===== config.mk =====
export PLATFORM = sky130hd
export DESIGN_NAME = key_debounce
export DESIGN_NICKNAME = d
export VERILOG_FILES = /design/src/rtl/key_debounce_pkg.sv /design/src/rtl/key_debounce_ch.sv /design/src/rtl/key_debounce.sv
export SDC_FILE = /design/constraint.sdc
export NUM_CORES = 1
export LEC_CHECK = 0
export ABC_AREA = 1
export CAP_MARGIN = 10
export CORE_MARGIN = 3
export CORE_UTILIZATION = 61
export CTS_CLUSTER_DIAMETER = 100
export DETAILED_ROUTE_END_ITERATION = 8
export PLACE_DENSITY_LB_ADDON = 0.15
export SYNTH_ARGS = -nofsm -noshare
export SYNTH_HDL_FRONTEND = slang
export SYNTH_SLANG_ARGS = --single-unit

===== constraint.sdc =====
create_clock -name clk100_i -period 3.35 [get_ports clk100_i]
set_clock_uncertainty 0.05 [all_clocks]
set_input_delay 0.67 -clock clk100_i [delete_from_list [all_inputs] [get_ports clk100_i]]
set_output_delay 0.67 -clock clk100_i [all_outputs]
set_load 0.05 [all_outputs]

===== src/rtl/key_debounce_pkg.sv =====
// Shared definitions for the three-key debouncer: FSM encoding, default
// debounce length and the state-to-level mapping used by every channel.
package key_debounce_pkg;

    localparam int unsigned DEBOUNCE_CYCLES_DEF = 1000000;
    localparam int unsigned N_KEYS              = 3;

    localparam logic [1:0] ST_RELEASED     = 2'd0;
    localparam logic [1:0] ST_PRESS_WAIT   = 2'd1;
    localparam logic [1:0] ST_PRESSED      = 2'd2;
    localparam logic [1:0] ST_RELEASE_WAIT = 2'd3;

    // The debounced level stays high until a release has been fully accepted.
    function automatic logic state_level(input logic [1:0] st);
        return (st == ST_PRESSED) || (st == ST_RELEASE_WAIT);
    endfunction

endpackage


===== src/rtl/key_debounce_ch.sv =====
// One debounce channel: 2-flop synchronizer, saturating stable-sample
// counter, 4-state accept/reject FSM and registered level/pulse outputs.
//
// state           | meaning
// ST_RELEASED     | key accepted as released, waiting for a pressed sample
// ST_PRESS_WAIT   | pressed samples seen, counting towards acceptance
// ST_PRESSED      | key accepted as pressed, waiting for a released sample
// ST_RELEASE_WAIT | released samples seen, counting towards acceptance
module key_debounce_ch
    import key_debounce_pkg::*;
#(
    parameter int unsigned DEBOUNCE_CYCLES = DEBOUNCE_CYCLES_DEF
) (
    input  logic clk100_i,
    input  logic rst_i,
    input  logic key_i,
    output logic key_level_o,
    output logic key_press_o,
    output logic key_release_o
);

    localparam int unsigned     CNT_W    = $clog2(DEBOUNCE_CYCLES);
    localparam logic [CNT_W-1:0] CNT_LAST = CNT_W'(DEBOUNCE_CYCLES - 1);

    logic             sync_q1;
    logic             sync_q2;
    logic             sample_pressed;
    logic [1:0]       state;
    logic [1:0]       state_nxt;
    logic [CNT_W-1:0] cnt;
    logic [CNT_W-1:0] cnt_nxt;
    logic             cnt_last;
    logic             press_nxt;
    logic             release_nxt;

    // Raw key is active-low; the synchronizer idles at 1 (released).
    always_ff @(posedge clk100_i or posedge rst_i) begin
        if (rst_i) begin
            sync_q1 <= 1'b1;
            sync_q2 <= 1'b1;
        end else begin
            sync_q1 <= key_i;
            sync_q2 <= sync_q1;
        end
    end

    assign sample_pressed = ~sync_q2;
    assign cnt_last       = (cnt == CNT_LAST);

    always_comb begin
        state_nxt   = state;
        cnt_nxt     = cnt;
        press_nxt   = 1'b0;
        release_nxt = 1'b0;
        case (state)
            ST_RELEASED: begin
                if (sample_pressed) begin
                    state_nxt = ST_PRESS_WAIT;
                    cnt_nxt   = '0;
                end
            end
            ST_PRESS_WAIT: begin
                if (!sample_pressed) begin
                    state_nxt = ST_RELEASED;
                    cnt_nxt   = '0;
                end else if (cnt_last) begin
                    state_nxt = ST_PRESSED;
                    cnt_nxt   = '0;
                    press_nxt = 1'b1;
                end else begin
                    cnt_nxt = cnt + CNT_W'(1);
                end
            end
            ST_PRESSED: begin
                if (!sample_pressed) begin
                    state_nxt = ST_RELEASE_WAIT;
                    cnt_nxt   = '0;
                end
            end
            ST_RELEASE_WAIT: begin
                if (sample_pressed) begin
                    state_nxt = ST_PRESSED;
                    cnt_nxt   = '0;
                end else if (cnt_last) begin
                    state_nxt   = ST_RELEASED;
                    cnt_nxt     = '0;
                    release_nxt = 1'b1;
                end else begin
                    cnt_nxt = cnt + CNT_W'(1);
                end
            end
            default: begin
                state_nxt = ST_RELEASED;
                cnt_nxt   = '0;
            end
        endcase
    end

    // Level and pulses are registered from the next state so the level rises
    // in the same cycle as the press pulse.
    always_ff @(posedge clk100_i or posedge rst_i) begin
        if (rst_i) begin
            state         <= ST_RELEASED;
            cnt           <= '0;
            key_level_o   <= 1'b0;
            key_press_o   <= 1'b0;
            key_release_o <= 1'b0;
        end else begin
            state         <= state_nxt;
            cnt           <= cnt_nxt;
            key_level_o   <= state_level(state_nxt);
            key_press_o   <= press_nxt;
            key_release_o <= release_nxt;
        end
    end

endmodule


===== src/rtl/key_debounce.sv =====
// Three independent push-button debouncers; each raw key bit is handled by
// its own key_debounce_ch instance.
module key_debounce
    import key_debounce_pkg::*;
#(
    parameter int unsigned DEBOUNCE_CYCLES = DEBOUNCE_CYCLES_DEF
) (
    input  logic              clk100_i,
    input  logic              rst_i,
    input  logic [N_KEYS-1:0] key_i,
    output logic [N_KEYS-1:0] key_level_o,
    output logic [N_KEYS-1:0] key_press_o,
    output logic [N_KEYS-1:0] key_release_o
);

    for (genvar g = 0; g < N_KEYS; g++) begin : g_ch
        key_debounce_ch #(
            .DEBOUNCE_CYCLES(DEBOUNCE_CYCLES)
        ) u_ch (
            .clk100_i     (clk100_i),
            .rst_i        (rst_i),
            .key_i        (key_i[g]),
            .key_level_o  (key_level_o[g]),
            .key_press_o  (key_press_o[g]),
            .key_release_o(key_release_o[g])
        );
    end

endmodule


==> results.json, run 1 <==
{
  "synth.top_cell.area_share": 0.428,
  "die_area_mm2": 0.00824,
  "wl_mm": 8.07,
  "end_kind": "output port",
  "ant_nets": 0,
  "min_to": "g_ch[1].u_ch.sync_q2",
  "crit_path_start": "g_ch[0].u_ch.key_press_o",
  "cts_sinks": 81,
  "root_buffer": "clkbuf_8",
  "dp_hpwl_mm": 5.85,
  "cap_viol_max_count": 0,
  "ys_warn_count": 0,
  "cts_tree": "done",
  "via_per_inst": 5.12,
  "routedWlPerCell_um": 12.1,
  "reg2reg_depth": 5,
  "cp-start-kind": "register",
  "holdBufCountCts": 0,
  "cp_top_family": "buffers and inverters",
  "gp_congestion": 0.909,
  "ioPinCount": 14,
  "cts_htree_levels": 3,
  "area_growth_pct": 7.73,
  "grt_overflow_total": 0,
  "holdCritPathClass": "reg -> reg",
  "multi_input_area_mm2": 0.00197,
  "whs_path_depth": 0,
  "worstHoldStart": "g_ch[1].u_ch.sync_q1",
  "clk_path_buf_depth": 2,
  "crit_chain": "clkdlybuf4s50_1",
  "crit_slowest_cell": "clkdlybuf4s50_1",
  "hold_viol": 0,
  "dr.pass1.iters": 4,
  "synth.most_common_cell": "nand2_1",
  "rsz0062_at_grt": "no",
  "syn_area_mm2": 0.00439,
  "grt_pass1_vias": 3261,
  "ys_top_cells_by_area": "dfrtp_1 (43%), nand2_1 (11%), nor2_1 (8.6%)",
  "p_leak_nw": 2.20,
  "die_h_um": 90.8,
  "die_x_um": 90.8,
  "fillers": 599,
  "period_needed_ps": 2210,
  "synth_area_per_cell_um2": 7.93,
  "antenna_found_initial": 0,
  "drive_above_1_share": 0.120,
  "critPathKind": "reg -> out",
  "total_power_mw": 1.76,
  "relSlewSlack": 0.476,
  "portBuffers": 13,
  "drv_slew": 0,
  "powerDensity_mw_per_mm2": 372,
  "n_antenna_cell": 0,
  "timing.rr.end": "g_ch[2].u_ch.cnt[13]",
  "syn-instance-count": 553,
  "cts_resized": 0,
  "final.setup.tns_ps": 0,
  "worst-slew-pin-transition_ps": 785,
  "synth_edf_count": 0,
  "synth_cell_types": 33,
  "yosysTopAreaCell": "dfrtp_1",
  "synth_ff_type": "dfrtp_1",
  "numCtsBuffers": 9,
  "drc_errors": 0,
  "crit_fanout": 1,
  "status": "finished clean",
  "rrSetupSlack_ps": 1530,
  "max_freq_mhz": 452,
  "synthesis.nets": 561,
  "coreArea_mm2": 0.00687,
  "cpPeakStageDelay_ps": 800,
  "regArea_mm2": 0.00203,
  "finalCritPeriodShare": 0.660,
  "worstPathArrival_ps": 1490,
  "ys_top_cells_by_count": "nand2_1 (127), nor2_1 (100), dfrtp_1 (75)",
  "rows": 30,
  "finalSetupViolations": 0,
  "grtUsageTotal": 0.214,
  "yosysSeqAreaShare": 0.464,
  "ir_drop_mv": 0.271,
  "synth-seq-cells": 81,
  "clk_latency_ps": 360,
  "first_iter_violations": 181,
  "grt_max_degree": 46,
  "worstPathRequired_ps": 2630,
  "vias": 3403,
  "start_util": 0.638,
  "worst_hold_slack_ps": 313,
  "grt_pass1_wl_mm": 14.6,
  "clk_pin_slew_ps": 90,
  "post_cts_buffers": 0,
  "ys_async_sr_fraction": 1.00,
  "finalNetCount": 572,
  "timing.rr.start": "g_ch[2].u_ch.sync_q2",
  "critPathBufInv": 1
}
==> metal layers <==
layer	share of wire	wire, µm	vias to the layer above	track usage
met5	0	0	-	0
met4	0.017	134	0	0.0691
met3	0.050	401	14	0.0458
met2	0.47	3800	79	0.343
met1	0.46	3740	1570	0.293
li1	-	-	1740	-
==> worst reg2reg max path, cell delays in order (launching register included) <==
cell and delay (ps):
dfstp_2 550, nand2_1 100, nand3_2 210, inv_1 160, a21oi_2 500, nor2_1 110
==> registers in the layout, summed over array words and instances, names as in the netlist <==
signal / flops
g_ch.u_ch.key_press_o: 3
g_ch.u_ch.sync_q2: 3
g_ch.u_ch.state: 6
g_ch.u_ch.cnt: 60
g_ch.u_ch.key_level_o: 3
g_ch.u_ch.sync_q1: 3
g_ch.u_ch.key_release_o: 3
==> cells in the final DEF (no fill, tap or decap), types with 4 or more instances in the layout <==
cell,instances
a21oi_1,10
clkbuf_8,10
clkdlybuf4s50_1,13
dfrtp_1,75
dfstp_2,6
inv_1,64
inv_2,4
nand2_1,127
nand2_2,7
nand3_1,46
nand3_2,8
nand4_1,10
nor2_1,100
nor2_2,13
nor2_4,6
nor3_1,7
o21ai_0,8
o21bai_1,4
xor2_1,21
==> cell type report <==
| class | count | share of cell area |
|---|---|---|
| timing repair buffer | 14 | 0.0318 |
| clock inverter | 6 | 0.0106 |
| sequential | 81 | 0.431 |
| multi-input combinational | 389 | 0.417 |
| tap | 96 | 0.0254 |
| inverter | 69 | 0.0551 |
| clock buffer | 10 | 0.0291 |
==> report_power, final <==
part / internal [mW] / switching [mW] / leakage, nW
clock: 0.297 / 0.370 / 0.0895
combinational: 0.0232 / 0.0648 / 1.01
sequential: 0.992 / 0.0107 / 1.10
==> metrics by stage <==
stage / worst slack, ps / cell area (µm²) / utilization / instances
CTS: 1110 / 4720 / 0.688 / 665
floorplan: 560 / 4390 / - / 553
finish: 1140 / 4720 / 0.688 / 665
global placement: 1430 / 4540 / 0.660 / 649
detailed placement: 1400 / 4540 / 0.660 / 649
global route: 1080 / 4720 / 0.688 / 665
==> worst max path at each step <==
stage / to / depth (start not counted)
2_1_floorplan: g_ch[0].u_ch.cnt[0] / 1
3_3_place_gp: g_ch[0].u_ch.sync_q1 / 3
3_5_place_dp: g_ch[0].u_ch.sync_q1 / 3
4_1_cts: key_press_o[2] / 1
5_1_grt: key_press_o[2] / 1
6_report: key_press_o[0] / 1
==> cell families after synthesis <==
| family | after synthesis | synth area share |
|---|---|---|
| AND/OR/NAND/NOR | 333 | 0.353 |
| buffers and inverters | 83 | 0.0864 |
| flip-flops | 81 | 0.464 |
| AO/OA/AOI/OAI | 27 | 0.0351 |
| XOR/XNOR | 24 | 0.0479 |
| adder cells (fa/ha/maj) | 3 | 0.00856 |
| multiplexers | 2 | 0.00457 |
(Power assumes the default switching activity.)
==> inputs of run 2 (changes only) <==
==> constraint.sdc (replaced) <==
create_clock -name clk100_i -period 2.2 [get_ports clk100_i]
set_clock_uncertainty 0.05 [all_clocks]
set_input_delay 0.44 -clock clk100_i [delete_from_list [all_inputs] [get_ports clk100_i]]
set_output_delay 0.44 -clock clk100_i [all_outputs]
set_load 0.05 [all_outputs]
==> results.json, run 2 (synthesis gave the netlist of run 1 again) <==
{
  "ir_drop_mv": 0.311,
  "drv_slew": 0,
  "first_iter_violations": 162,
  "rsz0062_at_grt": "no",
  "finalCritPeriodShare": 0.894,
  "clk_latency_ps": 350,
  "vias": 3426,
  "status": "finished clean",
  "antenna_found_initial": 0,
  "hold_viol": 0,
  "worst_hold_slack_ps": 310,
  "drive_above_1_share": 0.122,
  "post_cts_buffers": 0,
  "cts_resized": 0,
  "grt_pass1_wl_mm": 14.5,
  "ant_nets": 0,
  "finalNetCount": 575,
  "root_buffer": "clkbuf_8",
  "cp_top_family": "buffers and inverters",
  "die_area_mm2": 0.00824,
  "layout_common_cells": "nand2_1 (127), nor2_1 (100), dfrtp_1 (75)",
  "placed_area_mm2": 0.00457,
  "cpPeakStageDelay_ps": 800,
  "powerDensity_mw_per_mm2": 574,
  "dp_hpwl_mm": 5.97,
  "die_x_um": 90.8,
  "end_kind": "output port",
  "dr.pass1.iters": 5,
  "largest_reg_flops": 60,
  "gp_congestion": 0.895,
  "rows": 30,
  "start_util": 0.638,
  "ioPinCount": 14,
  "crit_slowest_cell": "clkdlybuf4s50_1",
  "cap_viol_max_count": 0,
  "holdBufCountCts": 0,
  "critPathKind": "reg -> out",
  "critPathBufInv": 1,
  "finalInstanceArea_mm2": 0.00477,
  "numCtsBuffers": 9,
  "clk_path_buf_depth": 2,
  "final_common_cell": "nand2_1",
  "worstPathArrival_ps": 1480,
  "worstHoldStart": "g_ch[0].u_ch.sync_q1",
  "crit_chain": "clkdlybuf4s50_1",
  "relSlewSlack": 0.632,
  "crit_fanout": 1,
  "portBuffers": 13,
  "coreArea_mm2": 0.00687,
  "cts_sinks": 81,
  "via_per_inst": 5.13,
  "holdCritPathClass": "reg -> reg",
  "period_needed_ps": 1970,
  "finalSetupViolations": 0,
  "grt_pass1_vias": 3298,
  "final.setup.tns_ps": 0,
  "wl_mm": 8.14,
  "worst-slew-pin-transition_ps": 550,
  "reg.largest.list": "g_ch.u_ch.cnt x60, g_ch.u_ch.state x6",
  "n_antenna_cell": 0,
  "max_freq_mhz": 508,
  "cts_tree": "done",
  "clk_pin_slew_ps": 80,
  "cts_htree_levels": 3,
  "grtUsageTotal": 0.215,
  "die_h_um": 90.8,
  "cp-start-kind": "register",
  "p_leak_nw": 2.22,
  "drc_errors": 0,
  "worstPathRequired_ps": 1710,
  "largest_register": "g_ch.u_ch.cnt",
  "area_growth_pct": 8.82,
  "grt_overflow_total": 0,
  "timing.rr.start": "g_ch[2].u_ch.sync_q2",
  "grt_max_degree": 28,
  "crit_path_start": "g_ch[0].u_ch.key_release_o",
  "routedWlPerCell_um": 12.2
}
-- run 2: layer usage --
metal | global-route usage | wire length (µm) | vias up
met5 | 0 | 0 | -
met3 | 0.0567 | 316 | 6
met2 | 0.353 | 3910 | 66
met1 | 0.282 | 3840 | 1605
met4 | 0.0603 | 66 | 0
li1 | - | - | 1749
-- run 2: path summary, 6_finish.rpt --
path                       cells after the start                   end  slack (ps)
setup / recovery                               1      key_release_o[0]         230
hold / removal                                 0  g_ch[0].u_ch.sync_q2         310
setup reg to reg                               6   g_ch[2].u_ch.cnt[4]         450
hold reg to reg                                0  g_ch[0].u_ch.sync_q2         310
max in group asynchronous                      3   g_ch[2].u_ch.cnt[8]        1100
min in group asynchronous                      2   g_ch[1].u_ch.cnt[3]         450
-- run 2: through the flow --
| step | utilization | setup slack [ps] | cells | total power, mW |
|---|---|---|---|---|
| floorplan | - | 762 | 553 | 1.66 |
| detailed placement | 0.666 | 458 | 652 | 1.70 |
| CTS | 0.695 | 206 | 668 | 2.78 |
| finish | 0.695 | 233 | 668 | 2.74 |
| global placement | 0.666 | 527 | 652 | 1.69 |
| global route | 0.695 | 178 | 668 | 2.87 |
-- run 2: worst register-to-register path: stages, from the launching register on --
cell and delay, ps:
dfstp_2 550, nand2_1 100, nand3_2 210, inv_1 160
a21oi_2 300, buf_4 220, nor2_1 60
-- run 2: where the power goes --
group / total [mW] / switching (mW) / internal [mW]
combinational: 0.141 / 0.0991 / 0.0418
clock: 1.07 / 0.521 / 0.554
sequential: 1.53 / 0.0158 / 1.51
-- run 2: area by class of cell --
type                    count  area, µm²
fillers                   552       2100
clock buffers              11        141
repair buffers             17        185
flip-flops and latches     81       2030
multi-input cells         389       1970
clock inverters             5       56.3
inverters                  69        263
well taps                  96        120
==> inputs of run 3 (changes only) <==
--- a/config.mk
+++ b/config.mk
@@ -12,6 +12,8 @@
 export CTS_CLUSTER_DIAMETER = 100
 export DETAILED_ROUTE_END_ITERATION = 8
 export PLACE_DENSITY_LB_ADDON = 0.15
+export RECOVER_POWER = 50
+export SLEW_MARGIN = 40
 export SYNTH_ARGS = -nofsm -noshare
 export SYNTH_HDL_FRONTEND = slang
 export SYNTH_SLANG_ARGS = --single-unit
==> results.json, run 3 (synthesis gave the netlist of run 1 again) <==
{
  "grt_pass1_vias": 3298,
  "n_antenna_cell": 0,
  "rsz0062_at_grt": "no",
  "wl_mm": 8.14,
  "antenna_found_initial": 0,
  "holdBufCountCts": 0,
  "crit_fanout": 1,
  "drv_slew": 0,
  "worst-slew-pin-transition_ps": 1050,
  "largest_register": "g_ch.u_ch.cnt",
  "die_area_mm2": 0.00824,
  "largest_reg_flops": 60,
  "cts_tree": "done",
  "grt_pass1_wl_mm": 14.5,
  "clk_path_buf_depth": 2,
  "portBuffers": 13,
  "hold_viol": 0,
  "crit_chain": "clkdlybuf4s50_1",
  "status": "finished clean",
  "drc_errors": 0,
  "die_x_um": 90.8,
  "whs_path_depth": 0,
  "numCtsBuffers": 9,
  "drive_above_1_share": 0.122,
  "cts_sinks": 81,
  "gp_congestion": 0.895,
  "grt_overflow_total": 0,
  "area_growth_pct": 8.36,
  "final_common_cell": "nand2_1",
  "period_needed_ps": 1970,
  "coreArea_mm2": 0.00687,
  "cts_htree_levels": 3,
  "powerDensity_mw_per_mm2": 576,
  "finalNetCount": 575,
  "vias": 3425,
  "critPathKind": "reg -> out",
  "reg.largest.list": "g_ch.u_ch.cnt x60, g_ch.u_ch.state x6",
  "cp_top_family": "buffers and inverters",
  "post_cts_buffers": 0,
  "cts_resized": 0,
  "finalSetupViolations": 0,
  "final.setup.tns_ps": 0,
  "worstPathArrival_ps": 1480,
  "holdCritPathClass": "reg -> reg",
  "grtUsageTotal": 0.215,
  "crit_cells": 1,
  "ant_nets": 0,
  "die_h_um": 90.8,
  "relSlewSlack": 0.295,
  "start_util": 0.638,
  "dp_hpwl_mm": 5.97,
  "worstPathRequired_ps": 1710,
  "cp-start-kind": "register",
  "via_per_inst": 5.13,
  "finalCritPeriodShare": 0.894,
  "end_kind": "output port",
  "root_buffer": "clkbuf_8",
  "max_freq_mhz": 508,
  "clk_pin_slew_ps": 80,
  "dr.pass1.iters": 5,
  "finalInstanceArea_mm2": 0.00475,
  "first_iter_violations": 161,
  "critPathBufInv": 1,
  "layout_common_cells": "nand2_1 (127), nor2_1 (100), dfrtp_1 (75)",
  "ir_drop_mv": 0.312,
  "placed_area_mm2": 0.00457,
  "cap_viol_max_count": 0,
  "clk_latency_ps": 350,
  "cpPeakStageDelay_ps": 800,
  "reg2reg_depth": 6,
  "p_leak_nw": 2.22,
  "rows": 30,
  "crit_slowest_cell": "clkdlybuf4s50_1",
  "routedWlPerCell_um": 12.2,
  "grt_max_degree": 28,
  "ioPinCount": 14
}
-- run 3: changes by cell type in the layout (fill, tap and decap cells not counted) --
cell and change:
clkdlybuf4s50_1 -4, dlygate4sd3_1 +4, clkbuf_2 +2, buf_12 -1, buf_4 -1, clkinvlp_2 +1, clkinvlp_4 -1
-- run 3: final timing paths --
kind,start,to,slack [ps]
max in group asynchronous,rst_i,g_ch[1].u_ch.sync_q1,400
min in group asynchronous,rst_i,g_ch[1].u_ch.cnt[3],690
max reg2reg,g_ch[2].u_ch.sync_q2,g_ch[2].u_ch.cnt[4],450
min,g_ch[0].u_ch.sync_q1,g_ch[0].u_ch.sync_q2,310
min reg2reg,g_ch[0].u_ch.sync_q1,g_ch[0].u_ch.sync_q2,310
max,g_ch[0].u_ch.key_release_o,key_release_o[0],230
-- run 3: per-stage QoR --
stage               std cells  hold slack [ps]  setup WS [ps]  utilization  power, mW
finish                    668              310            233        0.692       2.74
global route              668              317            178        0.692       2.86
CTS                       668              313            206        0.695       2.78
detailed placement        652              297            458        0.666       1.70
global placement          652              299            527        0.666       1.69
floorplan                 553              295            762            -       1.66
-- run 3: final cells by class --
class / instances / area, µm²
inverters: 69 / 260
repair buffers: 17 / 168
clock inverters: 5 / 56.3
flip-flops and latches: 81 / 2030
multi-input cells: 389 / 1970
clock buffers: 11 / 141
fillers: 556 / 2120
well taps: 96 / 120
-- run 3: where the power goes --
part | switching, mW | internal [mW]
combinational | 0.0982 | 0.0368
sequential | 0.0158 | 1.51
clock | 0.521 | 0.554
total | 0.635 | 2.10
-- run 3: routing by layer --
| layer | vias up | GRT usage | wire (µm) |
|---|---|---|---|
| met5 | - | 0 | 0 |
| met4 | 0 | 0.0603 | 66 |
| met3 | 6 | 0.0567 | 315 |
| met2 | 66 | 0.353 | 3910 |
| met1 | 1604 | 0.282 | 3840 |
| li1 | 1749 | - | - |
